`src/rtl/msg_pkg.sv`:
```
// Shared definitions for the message packer, the User outgoing side and benches.
// Character width, default capacity, line-feed code and packer state encoding.
package msg_pkg;

  localparam int unsigned      CHAR_W        = 8;
  localparam int unsigned      MSG_BYTES_DEF = 100;
  localparam logic [CHAR_W-1:0] CHAR_LF      = 8'h0A;

  typedef enum logic [1:0] {
    FILL  = 2'd0,
    DRAIN = 2'd1,
    HOLD  = 2'd2
  } state_t;

endpackage

```
`src/rtl/msg_packer.sv`:
```
// Packs a valid/ready byte stream into a right-justified line-style message word.
// Optional: define MSG_PACKER_NEWLINE_TERM_EN to make 0x0A terminate (and not store) a line.
module msg_packer
  import msg_pkg::*;
#(
  parameter int unsigned MSG_BYTES = MSG_BYTES_DEF
) (
  input  logic                            clock,
  input  logic                            reset,
  input  logic [CHAR_W-1:0]               in_data,
  input  logic                            in_valid,
  input  logic                            in_last,
  output logic                            in_ready,
  output logic [CHAR_W*MSG_BYTES:1]       msg_out,
  output logic [$clog2(MSG_BYTES+1)-1:0]  msg_len,
  output logic                            msg_valid,
  input  logic                            msg_ack,
  output logic                            overflow
);

  localparam int unsigned      LEN_W    = $clog2(MSG_BYTES + 1);
  localparam logic [LEN_W-1:0] LEN_MAX  = LEN_W'(MSG_BYTES);
  localparam logic [LEN_W-1:0] LEN_LAST = LEN_W'(MSG_BYTES - 1);

  state_t                     state_q, state_d;
  logic [CHAR_W*MSG_BYTES:1]  msg_q;
  logic [LEN_W-1:0]           len_q;
  logic                       ovf_q;

  logic accept;
  logic is_lf;
  logic term;
  logic store;
  logic clr;
  logic set_ovf;

`ifdef MSG_PACKER_NEWLINE_TERM_EN
  assign is_lf = (in_data == CHAR_LF);
`else
  assign is_lf = 1'b0;
`endif

  // Handshake flags come from the state register only, never from inputs.
  assign in_ready  = (state_q != HOLD);
  assign msg_valid = (state_q == HOLD);
  assign accept    = in_valid && in_ready;
  assign term      = in_last || is_lf;

  always_comb begin
    state_d = state_q;
    store   = 1'b0;
    clr     = 1'b0;
    set_ovf = 1'b0;
    unique case (state_q)
      FILL: begin
        if (accept) begin
          store = !is_lf;
          if (term) begin
            state_d = HOLD;
          end else if (len_q == LEN_LAST) begin
            state_d = DRAIN;
            set_ovf = 1'b1;
          end
        end
      end
      DRAIN: begin
        if (accept && term) begin
          state_d = HOLD;
        end
      end
      HOLD: begin
        if (msg_ack) begin
          state_d = FILL;
          clr     = 1'b1;
        end
      end
      default: state_d = FILL;
    endcase
  end

  always_ff @(posedge clock or posedge reset) begin
    if (reset) begin
      state_q <= FILL;
      msg_q   <= '0;
      len_q   <= '0;
      ovf_q   <= 1'b0;
    end else begin
      state_q <= state_d;
      if (clr) begin
        msg_q <= '0;
        len_q <= '0;
        ovf_q <= 1'b0;
      end else begin
        if (store) begin
          msg_q <= {msg_q[CHAR_W*MSG_BYTES-CHAR_W:1], in_data};
          if (len_q != LEN_MAX) begin
            len_q <= len_q + LEN_W'(1);
          end
        end
        if (set_ovf) begin
          ovf_q <= 1'b1;
        end
      end
    end
  end

  assign msg_out  = msg_q;
  assign msg_len  = len_q;
  assign overflow = ovf_q;

endmodule

```
`config.mk`:
```
export PLATFORM = sky130hd
export DESIGN_NAME = msg_packer
export DESIGN_NICKNAME = d
export VERILOG_FILES = /design/src/rtl/msg_pkg.sv /design/src/rtl/msg_packer.sv
export SDC_FILE = /design/constraint.sdc
export NUM_CORES = 1
export LEC_CHECK = 0
export CAP_MARGIN = 20
export CORE_AREA = 2 2 321 323
export CTS_CLUSTER_DIAMETER = 40
export DETAILED_ROUTE_END_ITERATION = 10
export DIE_AREA = 0 0 323 325
export PLACE_DENSITY_LB_ADDON = 0.3
export SLEW_MARGIN = 0
export SYNTH_ARGS = -nofsm -noshare
export SYNTH_HDL_FRONTEND = slang
export SYNTH_SLANG_ARGS = --single-unit
```
`constraint.sdc`:
```
create_clock -name clock -period 34.1 [get_ports clock]
set_input_delay 10.23 -clock clock [delete_from_list [all_inputs] [get_ports clock]]
set_output_delay 10.23 -clock clock [all_outputs]
set_load 0.02 [all_outputs]
```
==> metrics, run 1 <==
dominant synthesized flop cell dfrtp_1; Tcrit/Tclk final 0.423; Reg2Reg Launch Point state_q[1]$_DFFE_PP0P_; worst endpoint required time about 35 ns; first-pass GRT wire length ~160 mm; total die area approximately 100,000 um^2; Skew-Pair Late Insertion Delay 0.71 ns; Reg2Reg Setup Slack 29.31 ns; total negative slack 0 ns; post-route ant nets 0; nets@finish 3,886; routed len/inst roughly 20 um; Initial DRC Count 2,023; clk slew on worst S/H paths around 0.05 ns; most numerous cell in the Yosys netlist nand2_1; Die X between 300 and 400 um; Netlist Area Pre-Place 31,000 um^2; Min Clock Period, post-route roughly 14 ns; EDFF count, synth 0; I/O pin cnt 823; CP Launch Type input port; CTS sink count 810; TritonCTS buffer count around 110; TritonRoute pass-1 iters 7; grt ovf 0; Vias/cell between 4 and 5; vias in the first global route approximately 25,000; worst slew pin tran about 1.1 ns; initial antenna violation count 1; largest area contributor in the netlist dfrtp_1; critical-path maximum fanout 217; P per Cell Area approximately 54 nW/um^2; Hold Startpoint msg_len[6]$_DFFE_PP0P_; Seq/Total Area, Yosys 0.653; Hold Path Stages 1; Routability Congestion 0.799; most common library cells after synthesis 1,247 x nand2_1, 810 x dfrtp_1, 622 x a21oi_1, 180 x a22o_1, 117 x buf_2; share of layout cells above drive strength 1 0.0618; synthesis-to-layout area growth 42.3%; critical path arrival between 15 and 20 ns; #FFs+latches synth around 800; fin. max-slew vios 0; critical path class input port to flip-flop; largest net degree at the start of global routing ~220; Cells after DPL 5,121; Leak 18.6 nW; GR Util All Layers 0.196; status completed; Non-Filler Instances ~5,300; hold_ws just over 0.5 ns; Synth async-reset ratio 1.00; top cell type's share of synthesized area 0.653; Area contributors post-synth dfrtp_1 65%, nand2_1 15%, a21oi_1 10%; WHS Endpoint msg_len[6]$_DFFE_PP0P_; CTS tree built; unrepaired setup endpoints after global routing no; Initial Utilization 0.306; Worst slew margin 0.273; FF-to-FF path depth 7; syn nets 3,160; Crit Reg-Reg Endpoint msg_out[599]$_DFFE_PP0P_; worst hold path class flip-flop to flip-flop; HPWL Detailed approximately 72 mm; H-tree Lvls 3; library cells used by synthesis 34; Synth warnings 0; post-cts gate resize count 0; Final Hold Fails 0; CP endpoint kind flip-flop; Gate Count Post-Synth 3,145; Core Region slightly above 100,000 um^2; worst ir drop on vdd approximately 0.042 mV; Post-route DRC 0; FP Rows about 120; Die Span Y 325 um; final WL 106 mm; max-cap violation count 0; port bufs slightly above 800; Layout Skew 0.0307 ns; CTS root buffer clkbuf_16; mean area per synthesized cell between 9 and 10 um^2; CTS Hold Bufs 0; post-CTS setup buffer count 0; final setup violation count 0; Max Clk Rate about 70 MHz; vias 25,400; Clock Tree Buf Depth 3
==> how the worst max path moves through the flow <==
stage	startpoint	endpoint	slack, ns	depth (start not counted)
floorplan	reset	msg_len[0]$_DFFE_PP0P_	1.12	1
global placement	in_valid	msg_out[589]$_DFFE_PP0P_	19.17	8
detailed placement	in_valid	msg_out[151]$_DFFE_PP0P_	19.15	8
CTS	in_valid	msg_out[599]$_DFFE_PP0P_	19.87	8
global route	in_valid	msg_out[599]$_DFFE_PP0P_	19.47	8
finish	in_valid	msg_out[599]$_DFFE_PP0P_	19.67	8
==> critical path: stages <==
cell	delay (ns)
clkdlybuf4s50_1	0.54
nor3b_4	0.31
buf_12	0.72
buf_4	0.81
buf_4	0.91
buf_4	0.85
nand2_1	0.15
a21oi_1	0.17
==> sequential cells by signal, summed over array words and instances (netlist names) <==
name	cells
msg_out	800
msg_len	7
state_q	2
overflow	1
==> layout make-up <==
type                    instances  area, um^2
diodes                          1        2.50
clock buffers                 131        2990
clock inverters                81         942
fillers                      9740       57100
inverters                       5        26.3
multi-input cells            2083        9660
flip-flops and latches        810       20300
well taps                    1368        1710
repair buffers                857        8560
==> metal layers <==
metal	wire length, um	share of wire	track usage
met4	3850	0.036	0.0705
met5	0	0	0
met1	42500	0.40	0.243
met3	9370	0.088	0.0712
met2	50800	0.48	0.312
==> where the power goes <==
group | leakage (nW) | internal (mW) | total [mW] | switching [mW]
clock network | 1.88 | 0.720 | 1.20 | 0.483
logic | 5.38 | 0.0434 | 0.186 | 0.142
registers | 11.3 | 0.976 | 0.995 | 0.0183
==> logic make-up after synthesis <==
logic type | count (synthesis) | synth area share
muxes | 5 | 0.00165
DFF | 810 | 0.653
and+or+nand+nor | 1267 | 0.156
buffers and inverters | 252 | 0.0357
adders and majority gates | 2 | 0.000807
AOI/OAI and AO/OA | 809 | 0.153
==> per-stage QoR <==
step	area [um^2]	utilization	setup WS, ns	total power [mW]
floorplan	31000	-	1.12	1.13
global placement	40200	0.397	19.17	1.20
detailed placement	40200	0.397	19.15	1.20
CTS	44100	0.435	19.87	2.41
global route	44200	0.436	19.47	2.47
finish	44200	0.436	19.67	2.38
==> layout by cell type (no fill, tap or decap), types with 10 or more instances in the layout <==
cell / n
a22o_1: 180
nand2_1: 1247
clkinv_4: 15
inv_8: 10
clkbuf_1: 10
clkdlybuf4s50_1: 822
a21oi_1: 622
inv_6: 12
clkinv_2: 13
clkinvlp_4: 16
buf_4: 31
clkbuf_16: 114
dfrtp_1: 810
bufinv_16: 10
(Power assumes the default switching activity.)
==> run 2: changes to the inputs <==
CORE_AREA = 2 2 317 319   (was 2 2 321 323)
DIE_AREA = 0 0 319 321   (was 0 0 323 325)
clock period = 13.35 ns   (was 34.1 ns; I/O delays follow)
==> run 2 against run 1 <==
  * Via count decreased by 0.11%
  * Combinational power increased to 2.6 times the previous value
  * Clock power increased to 2.7 times the previous value
  * Power increased to 2.6 times the previous value
  * Routed wire length decreased by 1.1%
  * Final area increased by 0.24%
  * Sequential share of layout area decreased by 0.11 points
  * Hold slack got worse by 0.0058 ns
  * Critical path type unchanged
  * Largest power group unchanged
==> metrics, run 2 (synthesis results as in run 1) <==
Max Clk Rate between 100 and 150 MHz; fin. max-slew vios 0 (unchanged); Clock Tree Buf Depth 3 (unchanged); first-pass GRT wire length 159 mm (was 160 mm); total negative slack 0 ns (unchanged); Hold Startpoint overflow$_DFFE_PP0P_ (was msg_len[6]$_DFFE_PP0P_); routed len/inst 20.0 um (about the same); Slowest-stage cell, CP buf_4 (unchanged); Hold Path Stages 1 (unchanged); Initial DRC Count 2,167 (was 2,023); CP peak stage delay 0.86 ns (was 0.91 ns); post-route ant nets 0 (unchanged); Post-route DRC 0 (unchanged); port bufs 822 (unchanged); vias in the first global route 24,800 (about the same); total die area 102,000 um^2 (was 105,000 um^2); Worst slew margin 0.0914 (was 0.273); most frequent cells in the layout 1,247 x nand2_1, 822 x clkdlybuf4s50_1, 810 x dfrtp_1, 622 x a21oi_1, 180 x a22o_1 (unchanged); nets@finish 3,881 (was 3,886); I/O pin cnt 823 (unchanged); Non-Filler Instances 5,268 (was 5,336); largest net degree at the start of global routing 225 (was 218); Vias/cell 4.82 (was 4.77); Die Span Y 321 um (was 325 um); hold_ws 0.506 ns (was 0.511 ns); Top delay family on crit path buffers and inverters (unchanged); Cell Chain, Critical Path clkdlybuf4s50_1 -> nor3b_4 -> buf_12 -> buf_4 -> buf_4 -> nand2_1 -> a21oi_1 (was clkdlybuf4s50_1 -> nor3b_4 -> buf_12 -> buf_4 -> buf_4 -> buf_4 -> nand2_1 -> a21oi_1); FILL cells 9,410 (was 9,740); max-cap violation count 0 (unchanged); Cells after DPL 5,043 (was 5,121); clk slew on worst S/H paths 0.05 ns (about the same); Initial Utilization 0.312 (was 0.306); share of layout cells above drive strength 1 0.0620 (was 0.0618); Die X 319 um (was 323 um); vias 25,400 (about the same); commonest non-fill, non-tap cell in the layout nand2_1 (unchanged); CTS tree built (unchanged); Crit Reg-Reg Endpoint msg_out[122]$_DFFE_PP0P_ (was msg_out[599]$_DFFE_PP0P_); CP Launch Type input port (unchanged); critical-path maximum fanout 179 (was 217); TritonRoute pass-1 iters 6 (was 7); Leak 18.6 nW (about the same); synthesis-to-layout area growth 42.7% (was 42.3%); Routability Congestion 0.859 (was 0.799); post-CTS setup buffer count 0 (unchanged); CTS sink count 810 (unchanged); Tcrit/Tclk final 0.528; H-tree Lvls 3 (unchanged); final WL 105 mm (was 106 mm); Skew-Pair Late Insertion Delay 0.70 ns (was 0.71 ns); max reg flops 800 (unchanged); FF-to-FF path depth 6 (was 7); unrepaired setup endpoints after global routing no (unchanged); FP Rows 116 (was 117); cell mode on critical path buf_4 (unchanged); status completed (unchanged); Reg2Reg Launch Point state_q[0]$_DFFE_PP0P_ (was state_q[1]$_DFFE_PP0P_); CP endpoint kind flip-flop (unchanged); P per Cell Area 140 nW/um^2 (was 54.0 nW/um^2); GR Util All Layers 0.200 (was 0.196); Reg2Reg Setup Slack 9.77 ns (was 29.31 ns); total power 6.22 mW (was 2.38 mW); critical path arrival 7.63 ns (was 15.01 ns); HPWL Detailed 68.7 mm (was 71.7 mm); worst hold path class flip-flop to flip-flop (unchanged); worst endpoint required time 13.93 ns (was 34.68 ns); TritonCTS buffer count 118 (was 114); critical path class input port to flip-flop (unchanged); CTS Hold Bufs 0 (unchanged); grt ovf 0 (unchanged); Min Clock Period, post-route between 7 and 8 ns; final setup violation count 0 (unchanged); post-cts gate resize count 0 (unchanged); worst ir drop on vdd 0.100 mV (was 0.0418 mV); Core Region 99,300 um^2 (was 101,000 um^2); CTS root buffer clkbuf_16 (unchanged); Final Hold Fails 0 (unchanged); Ant. Diodes 0 (was 1); CP bufs+invs 4 (was 5); worst slew pin tran 1.36 ns (was 1.09 ns); initial antenna violation count 2 (was 1); Layout Skew 0.0332 ns (was 0.0307 ns); WHS Endpoint overflow$_DFFE_PP0P_ (was msg_len[6]$_DFFE_PP0P_)
-- run 2: how the worst max path moves through the flow --
stage | startpoint | endpoint | slack (ns) | cells after the start
finish | in_valid | msg_out[122]$_DFFE_PP0P_ | 6.30 | 7
global route | in_valid | msg_out[675]$_DFFE_PP0P_ | 6.11 | 7
floorplan | reset | msg_len[0]$_DFFE_PP0P_ | -1.78 | 1
CTS | in_valid | msg_out[727]$_DFFE_PP0P_ | 6.43 | 7
global placement | in_valid | msg_out[43]$_DFFE_PP0P_ | 5.67 | 7
detailed placement | in_valid | msg_out[669]$_DFFE_PP0P_ | 5.67 | 7
-- run 2: area by class of cell --
type	count	area, um^2	share of cell area
Sequential cell	810	20300	0.458
Clock buffer	144	3200	0.0723
Tap cell	1298	1620	0.0367
Timing Repair Buffer	848	8570	0.194
Inverter	5	22.5	0.000509
Multi-Input combinational cell	2083	9660	0.218
Clock inverter	80	915	0.0207
-- run 2: metal layers --
layer / vias to the layer above / share of wire / GRT usage
li1: 11900 / - / -
met1: 12500 / 0.39 / 0.243
met2: 810 / 0.48 / 0.324
met3: 180 / 0.085 / 0.0679
met4: 4 / 0.040 / 0.0885
met5: - / 0.00025 / 0
-- run 2: stage by stage --
stage               utilization  setup slack, ns  cell area [um^2]
floorplan                     -            -1.78             31000
global placement          0.404             5.67             40100
detailed placement        0.404             5.67             40100
CTS                       0.446             6.43             44200
global route              0.446             6.11             44300
finish                    0.446             6.30             44300
-- run 2: worst register-to-register path, stage by stage, from the launching register on --
cell     delay, ns
dfrtp_1       0.46
nor3b_4       0.33
buf_12        0.53
buf_4         1.09
buf_4         0.74
nand2_1       0.15
a21oi_1       0.16
-- run 2: report_power, final --
group / total (mW) / switching, mW / internal (mW)
registers: 2.54 / 0.0470 / 2.49
logic: 0.477 / 0.366 / 0.111
clock network: 3.20 / 1.22 / 1.98
==> run 3: changes to the inputs <==
CORE_AREA = 2 2 321 323   (was 2 2 317 319)
DIE_AREA = 0 0 323 325   (was 0 0 319 321)
clock period = 6.4 ns   (was 13.35 ns; I/O delays follow)
==> run 3 against run 2 <==
  * Combinational power is 120% higher
  * Non-clock buffer count grew 34
  * Hold slack improved by 0.012 ns
  * Cell count rose by 1.8%
  * Utilization is 0.52 points lower
  * Setup slack worse by 4.0 ns
  * Power is 110% higher
  * Sequential cell count unchanged
  * Sequential power up 110%
  * Critical endpoint is now in_ready
  * Highest routed layer is now met4
==> metrics, run 3 (synthesis results as in run 1) <==
TritonCTS buffer count 114 (was 118); GR Util All Layers 0.199 (was 0.200); Final Hold Fails 0 (unchanged); share of layout cells above drive strength 1 0.0676 (was 0.0620); max reg flops 800 (unchanged); FILL cells 9,667 (was 9,410); Max Clk Rate roughly 240 MHz; CP peak stage delay 0.57 ns (was 0.86 ns); cell count along the critical path 3 (was 7); I/O pin cnt 823 (unchanged); final WL 108 mm (was 105 mm); Vias/cell 4.81 (was 4.82); Tcrit/Tclk final 0.644; post-cts gate resize count 0 (unchanged); Die Span Y 325 um (was 321 um); Die X 323 um (was 319 um); Initial Utilization 0.306 (was 0.312); vias in the first global route 25,200 (was 24,800); clk slew on worst S/H paths 0.06 ns (was 0.05 ns); post-route ant nets 0 (unchanged); CTS root buffer clkbuf_16 (unchanged); total die area 105,000 um^2 (was 102,000 um^2); TritonRoute pass-1 iters 5 (was 6); hold_ws 0.517 ns (was 0.506 ns); worst slew pin tran 1.09 ns (was 1.36 ns); status completed (unchanged); port bufs 822 (unchanged); max-cap violation count 0 (unchanged); H-tree Lvls 3 (unchanged); Top delay family on crit path buffers and inverters (unchanged); initial antenna violation count 0 (was 2); fin. max-slew vios 0 (unchanged); commonest non-fill, non-tap cell in the layout nand2_1 (unchanged); register area 20,300 um^2 (unchanged); FF-to-FF path depth 4 (was 6); Core Region 101,000 um^2 (was 99,300 um^2); total negative slack 0 ns (unchanged); CP Launch Type flip-flop (was input port); Clock Tree Buf Depth 3 (unchanged); CP bufs+invs 2 (was 4); Post-route DRC 0 (unchanged); Min Clock Period, post-route between 4 and 5 ns; CTS Hold Bufs 0 (unchanged); first-pass GRT wire length 163 mm (was 159 mm); worst ir drop on vdd 0.211 mV (was 0.100 mV); CTS sink count 810 (unchanged); Finished Core Util 0.441 (was 0.446); P per Cell Area 290 nW/um^2 (was 140 nW/um^2); HPWL Detailed 72.7 mm (was 68.7 mm); Cell Chain, Critical Path nor2b_1 -> inv_1 -> clkdlybuf4s50_1 (was clkdlybuf4s50_1 -> nor3b_4 -> buf_12 -> buf_4 -> buf_4 -> nand2_1 -> a21oi_1); Initial DRC Count 2,518 (was 2,167); worst hold path class flip-flop to flip-flop (unchanged); Slowest-stage cell, CP clkdlybuf4s50_1 (was buf_4); final setup violation count 0 (unchanged); critical path arrival 2.20 ns (was 7.63 ns); Hold Path Stages 1 (unchanged); critical-path maximum fanout 7 (was 179); CP endpoint kind output port (was flip-flop); Routability Congestion 0.851 (was 0.859); final worst setup slack 2.28 ns (was 6.30 ns); footprint of the multi-input gates 9660 um^2 (unchanged); vias 25,800 (was 25,400); Layout Skew 0.0311 ns (was 0.0332 ns); grt ovf 0 (unchanged); Worst slew margin 0.276 (was 0.0914); Ant. Diodes 0 (unchanged); Leak 18.8 nW (was 18.6 nW); unrepaired setup endpoints after global routing no (unchanged); post-CTS setup buffer count 0 (unchanged); nets@finish 3,911 (was 3,881); most frequent cells in the layout 1,247 x nand2_1, 822 x clkdlybuf4s50_1, 810 x dfrtp_1, 622 x a21oi_1, 180 x a22o_1 (unchanged); synthesis-to-layout area growth 43.9% (was 42.7%); Skew-Pair Late Insertion Delay 0.69 ns (was 0.70 ns); critical path class flip-flop to output port (was input port to flip-flop); FP Rows 117 (was 116); routed len/inst 20.1 um (was 20.0 um); CTS tree built (unchanged); Placement Setup Slack 1.98 ns (was 5.67 ns); worst endpoint required time 4.48 ns (was 13.93 ns); total power 12.9 mW (was 6.22 mW); largest net degree at the start of global routing 181 (was 225)
## run 3: worst paths after layout
kind / from / end / slack, ns
max in group asynchronous: reset / msg_out[231]$_DFFE_PP0P_ / 3.36
min: msg_len[6]$_DFFE_PP0P_ / msg_len[6]$_DFFE_PP0P_ / 0.52
min in group asynchronous: reset / msg_out[742]$_DFFE_PP0P_ / 2.10
max reg2reg: state_q[1]$_DFFE_PP0P_ / msg_out[567]$_DFFE_PP0P_ / 3.92
min reg2reg: msg_len[6]$_DFFE_PP0P_ / msg_len[6]$_DFFE_PP0P_ / 0.52
max: state_q[1]$_DFFE_PP0P_ / in_ready / 2.28
## run 3: worst reg2reg max path, delay by kind of cell, from the launching register on
kind,cells,cell delay [ns]
buf+inv,1,0.59
compound gates,1,0.19
flops,1,0.48
simple gates,2,1.13
## run 3: report_power, final
part	switching, mW	internal, mW	leakage (nW)	total (mW)
Sequential	0.0995	5.20	11.3	5.30
Combinational	0.770	0.268	5.56	1.04
Clock	2.51	4.08	1.94	6.59
## run 3: per-layer routing
layer | vias to the layer above | GRT usage | wire [um]
li1 | 11900 | - | -
met1 | 12800 | 0.251 | 43000
met2 | 920 | 0.323 | 52600
met3 | 168 | 0.0597 | 9070
met4 | 0 | 0.0693 | 3260
met5 | - | 0 | 0
## run 3: area by class of cell
class | instances | share of cell area
clock buffers | 141 | 0.0691
clock inverters | 75 | 0.0217
inverters | 5 | 0.000505
multi-input cells | 2083 | 0.216
flip-flops and latches | 810 | 0.454
well taps | 1368 | 0.0383
repair buffers | 882 | 0.200
## run 3: per-stage QoR
stage	cell area (um^2)	std cells
CTS	44600	5363
detailed placement	40600	5147
global placement	40600	5147
global route	44600	5364
finish	44600	5364
floorplan	31000	3145
